==> config.mk <==
export PLATFORM = sky130hd
export DESIGN_NAME = fft_sample_collector
export DESIGN_NICKNAME = d
export VERILOG_FILES = /design/src/rtl/fft_sample_collector.sv
export SDC_FILE = /design/constraint.sdc
export NUM_CORES = 1
export LEC_CHECK = 0
export BUFFER_PORTS_ARGS = -buffer_cell sky130_fd_sc_hd__buf_4
export CORE_MARGIN = 4
export CORE_UTILIZATION = 51
export CTS_CLUSTER_DIAMETER = 120
export DETAILED_ROUTE_END_ITERATION = 8
export HOLD_SLACK_MARGIN = 0.08
export PLACE_DENSITY = 0.84
export RECOVER_POWER = 25
export SLEW_MARGIN = 40
export SYNTH_ARGS = -nofsm -noshare
export SYNTH_HDL_FRONTEND = slang
export SYNTH_SLANG_ARGS = --single-unit
==> constraint.sdc <==
create_clock -name Clock -period 4.7 [get_ports Clock]
set_clock_uncertainty 0.15 [all_clocks]
set_input_delay 0.47 -clock Clock [delete_from_list [all_inputs] [get_ports Clock]]
set_output_delay 0.47 -clock Clock [all_outputs]
set_load 0.05 [all_outputs]
==> src/rtl/fft_sample_collector.sv <==
// fft_sample_collector: gathers a serial stream of signed samples into
// 8-sample frames presented in parallel to the FFT calculator. A fill bank
// collects the next frame while the output bank holds the current one.
// Optional sticky overrun detection is built when FFT_COLLECT_OVERRUN_EN is defined.
module fft_sample_collector #(
  parameter int SAMPLE_W = 8
) (
  input  logic                Clock,
  input  logic                Reset,
  input  logic [SAMPLE_W-1:0] iSample,
  input  logic                iSampleValid,
  output logic                oSampleReady,
  input  logic                iFrameAck,
  output logic [SAMPLE_W-1:0] oSamples0,
  output logic [SAMPLE_W-1:0] oSamples1,
  output logic [SAMPLE_W-1:0] oSamples2,
  output logic [SAMPLE_W-1:0] oSamples3,
  output logic [SAMPLE_W-1:0] oSamples4,
  output logic [SAMPLE_W-1:0] oSamples5,
  output logic [SAMPLE_W-1:0] oSamples6,
  output logic [SAMPLE_W-1:0] oSamples7,
  output logic                oFrameValid,
  output logic [7:0]          oFrameCount,
  output logic                oOverrun,
  input  logic                iOverrunClr
);

  localparam logic [0:0] ST_FILL = 1'b0;
  localparam logic [0:0] ST_FULL = 1'b1;

  logic [0:0]          r_state;
  logic [SAMPLE_W-1:0] r_fill [8];
  logic [SAMPLE_W-1:0] r_out  [8];
  logic [2:0]          r_wr_idx;
  logic                r_frame_valid;
  logic [7:0]          r_frame_count;

  logic w_ready;
  logic w_accept;
  logic w_out_free;

  // Handshake and output-availability decode
  always_comb begin
    w_ready    = (r_state == ST_FILL);
    w_accept   = iSampleValid && w_ready;
    w_out_free = !r_frame_valid || iFrameAck;
  end

  // Frame assembly, hand-off to the output bank and frame bookkeeping
  always_ff @(posedge Clock or posedge Reset) begin
    if (Reset) begin
      r_state       <= ST_FILL;
      r_wr_idx      <= '0;
      r_frame_valid <= 1'b0;
      r_frame_count <= '0;
      for (int unsigned i = 0; i < 8; i++) begin
        r_fill[i] <= '0;
        r_out[i]  <= '0;
      end
    end else begin
      case (r_state)
        ST_FILL: begin
          if (w_accept && (r_wr_idx == 3'd7)) begin
            if (w_out_free) begin
              // Last sample bypasses the fill bank straight to slot 7
              for (int unsigned i = 0; i < 7; i++) begin
                r_out[i] <= r_fill[i];
              end
              r_out[7]      <= iSample;
              r_frame_valid <= 1'b1;
              r_frame_count <= r_frame_count + 8'd1;
              r_wr_idx      <= '0;
            end else begin
              r_fill[7] <= iSample;
              r_state   <= ST_FULL;
            end
          end else begin
            if (w_accept) begin
              r_fill[r_wr_idx] <= iSample;
              r_wr_idx         <= r_wr_idx + 3'd1;
            end
            if (iFrameAck && r_frame_valid) begin
              r_frame_valid <= 1'b0;
            end
          end
        end
        ST_FULL: begin
          // Output is always occupied here, so an ack swaps in the held frame
          if (iFrameAck) begin
            for (int unsigned i = 0; i < 8; i++) begin
              r_out[i] <= r_fill[i];
            end
            r_frame_count <= r_frame_count + 8'd1;
            r_wr_idx      <= '0;
            r_state       <= ST_FILL;
          end
        end
        default: r_state <= ST_FILL;
      endcase
    end
  end

`ifdef FFT_COLLECT_OVERRUN_EN
  logic r_overrun;

  // Sticky overrun: a sample offered while not ready is lost; set beats clear
  always_ff @(posedge Clock or posedge Reset) begin
    if (Reset) begin
      r_overrun <= 1'b0;
    end else if (iSampleValid && !w_ready) begin
      r_overrun <= 1'b1;
    end else if (iOverrunClr) begin
      r_overrun <= 1'b0;
    end
  end

  assign oOverrun = r_overrun;
`else
  logic w_unused_ovr_clr;
  assign w_unused_ovr_clr = iOverrunClr;
  assign oOverrun         = 1'b0;
`endif

  assign oSampleReady = w_ready;
  assign oFrameValid  = r_frame_valid;
  assign oFrameCount  = r_frame_count;
  assign oSamples0    = r_out[0];
  assign oSamples1    = r_out[1];
  assign oSamples2    = r_out[2];
  assign oSamples3    = r_out[3];
  assign oSamples4    = r_out[4];
  assign oSamples5    = r_out[5];
  assign oSamples6    = r_out[6];
  assign oSamples7    = r_out[7];

endmodule

==> impl_metrics.yaml <==
outcome:
  status: "finished with violations"
  violations_in_the_final_reports: "max-capacitance violations, max-slew violations"
layout:
  multiInputGateArea_um2: 1930
  layout_cell_share_with_drive_strength_beyond_1_pct: 47.9
  regArea_um2: 3530
  area_delta_synth_final_pct: 24.4
  antennaDiodeCount: 0
  nFillCells: 734
  final_net_count: 483
clock_tree:
  clock_tree_from_tritoncts: "done"
  clk_transition_reported_paths_ns: 0.06
  clock-sinks: 141
  cts_root_buffer: "clkbuf_8"
  post_cts_resized: 0
  insertion_delay_ns: 0.51
  tritoncts.num_buffers: 17
  cts_max_level: 4
  cts_max_path_buffers: 2
timing:
  timing_max_transition_violations_final: 115
  timing_hold_violations_final: 0
  max_slew_margin_pct: -54.8
  period_minus_slack_ns: 2.69
  sum_of_negative_setup_slack_ns: 0
  highest_attainable_clock_frequency_mhz: 371
  final_min_period_over_clock_period_pct: 57.3
  grt_setup_unrepaired: "false"
  report.final.setup_viol: 0
  max_slew.worst_pin.slew_ns: 2.32
setup_path:
  critical_path.startpoint_type: "input pin"
  cp_data_required_time_ns: 5.21
  kind_of_capture_point_of_the_worst_setup_path: "async pin"
  critPathKind: "input pin to async pin"
  arrival_time_worst_endpoint_ns: 3.20
  crit_fanout: 114
die:
  floorplan.initialDensity_pct: 53.2
  ioPinCount: 88
  core_area_um2: 10500
  fp.dieArea_um2: 12700
  rows: 37
  chipHeight_um: 113
  die_w_um: 113
pwr:
  power.density_nw_per_um2: 824
  power.leakage_nw: 3.24
  fin_total_pwr_w: 0.00572
  worst_ir_drop_vdd_mv: 0.592
synthesis:
  synth_warnings: 0
  postSynthRegisterBits: 141
  ys_types: 31
  synth_area_per_cell_um2: 14.7
  synth_cells: 380
  post_synth_instance_area_um2: 5590
  postSynthNetCount: 396
  sequential_element_share_of_the_synthesized_area_pct: 63.2
drt:
  post_drt_via_cell_ratio: 5.42
  drt-wirelength-per-cell_um: 18.6
  first_pass_iters: 4
  dr.first_iter.drc_count: 130
  total_vias_in_the_final_route: 3337
  ant_nets: 0
  routed_wl_mm: 11.5
  drt_drc_violations_left: 0
flow_run:
  max-cap-violations: 1
global_routing:
  gr-total-overflow: 0
  grt_first_pass_wirelength_mm: 18.3
  first_global_vias: 3552
  grt_start_max_net_pins: 115
  globalRouteTotalUtil_pct: 18.5
  grt_antenna_before_repair: 0
placement:
  gp_congestion: 0.807
  hpwl_mm: 7.40
  port_buffers: 85
hold_path:
  hold_class: "input pin to register"
[per-layer routing]
metal	vias up	global-route usage [%]	part of all wire (%)
met5	-	0	0
met4	0	6.33	1.5
met3	14	5.28	5.0
met2	85	30.1	50
met1	1743	23.9	44
li1	1495	-	-
[final cells by class]
class                   count  share of cell area [%]
clock buffers              17                    5.96
inverters                  11                   0.648
clock inverters            15                    2.61
flip-flops and latches    141                    50.8
well taps                 136                    2.45
multi-input cells         207                    27.7
repair buffers             89                    9.81
[sequential cells by signal, indices dropped and copies added, names as in the netlist]
signal and cells:
r_fill 64, oFrameCount 8, oSamples0 8, oSamples1 8, oSamples2 8, oSamples3 8, oSamples4 8, oSamples5 8
oSamples6 8, oSamples7 8, r_wr_idx 3, oFrameValid 1, r_state 1
[kinds of logic after synthesis]
kind of cell,Yosys count,synth area share (%)
fa+ha+maj,3,0.672
simple gates,48,4.68
other cells,1,0.0671
xor+xnor,7,1.10
compound gates,18,1.99
mux,130,25.8
buf+inv,32,2.51
flops,141,63.2
[synthesized netlist by cell type]
master | instances | area (um2)
mux2_1 | 9 | 101
buf_1 | 8 | 30.0
or3b_2 | 1 | 8.76
nor2_1 | 11 | 41.3
buf_4 | 2 | 15.0
clkbuf_1 | 1 | 3.75
a22o_1 | 3 | 26.3
xnor2_1 | 6 | 52.6
nand2_1 | 16 | 60.1
mux2_2 | 104 | 1170
inv_1 | 11 | 41.3
o21ai_0 | 4 | 20.0
buf_2 | 10 | 50.1
nand2_2 | 3 | 18.8
ha_1 | 3 | 37.5
nor3b_4 | 1 | 18.8
nor2b_1 | 2 | 12.5
dfrtp_1 | 141 | 3530
a32o_1 | 1 | 10.0
and2b_1 | 1 | 7.51
nand2_4 | 1 | 11.3
and4bb_1 | 1 | 12.5
conb_1 | 1 | 3.75
mux2i_1 | 17 | 170
nand4_1 | 5 | 31.3
and3_1 | 3 | 18.8
o2bb2a_1 | 1 | 10.0
nand3_1 | 1 | 5.00
xor2_1 | 1 | 8.76
a21oi_1 | 9 | 45.0
nand3b_1 | 2 | 15.0
[repair_timing]
item,4_1_cts,5_1_grt
setup buffers,0,0
hold buffers,2,0
setup endpoints to repair,0,0
endpoints found under the hold margin,114,0
[worst max-delay path, stage by stage]
cell and delay (ns):
dlygate4sd3_1 0.54, clkbuf_1 0.12, clkinvlp_4 1.46, buf_4 0.56
[placed cells by master, fill, tap and decap left out, drive strengths merged, types with 4 or more instances in the layout]
master  synthesis  layout
o21ai           4       4
clkbuf          1      18
buf            20      86
nand4           5       5
clkinv          0       5
mux2          113     113
xnor2           6       6
mux2i          17      17
nand2          20      20
nor2           11      11
a21oi           9       9
dfrtp         141     141
inv            11      15
[report_power, final]
part	switching [W]	internal (W)	leakage, nW
combinational	0.00144	0.000832	1.19
sequential	0.000338	0.00178	1.76
clock	0.000519	0.000815	0.290
[final timing paths]
check	startpoint	slack, ns	to	depth (start not counted)
worst max-delay path	Reset	2.01	r_fill[37]	4
worst min register to register	r_fill[37]	0.34	r_fill[37]	1
worst max register to register	r_wr_idx[0]	2.01	oSamples4[5]	6
max in group Clock	r_wr_idx[0]	2.01	oSamples4[5]	6
worst min-delay path	iSample[7]	0.13	r_fill[7]	3
min in group asynchronous	Reset	1.09	oSamples7[2]	3
[stage by stage]
step | hold WS [ns] | area (um2) | instances | utilization (%) | setup slack, ns
after floorplan | 0.302 | 5590 | 380 | - | 0.299
after global placement | 0.314 | 6320 | 581 | 60.1 | 1.96
after detailed placement | 0.322 | 6340 | 582 | 60.3 | 2.03
after CTS | 0.112 | 6960 | 616 | 66.2 | 2.00
after global routing | 0.132 | 6950 | 616 | 66.1 | 1.60
final | 0.125 | 6950 | 616 | 66.1 | 2.01
Note: power is estimated with default switching activity, not from simulation.
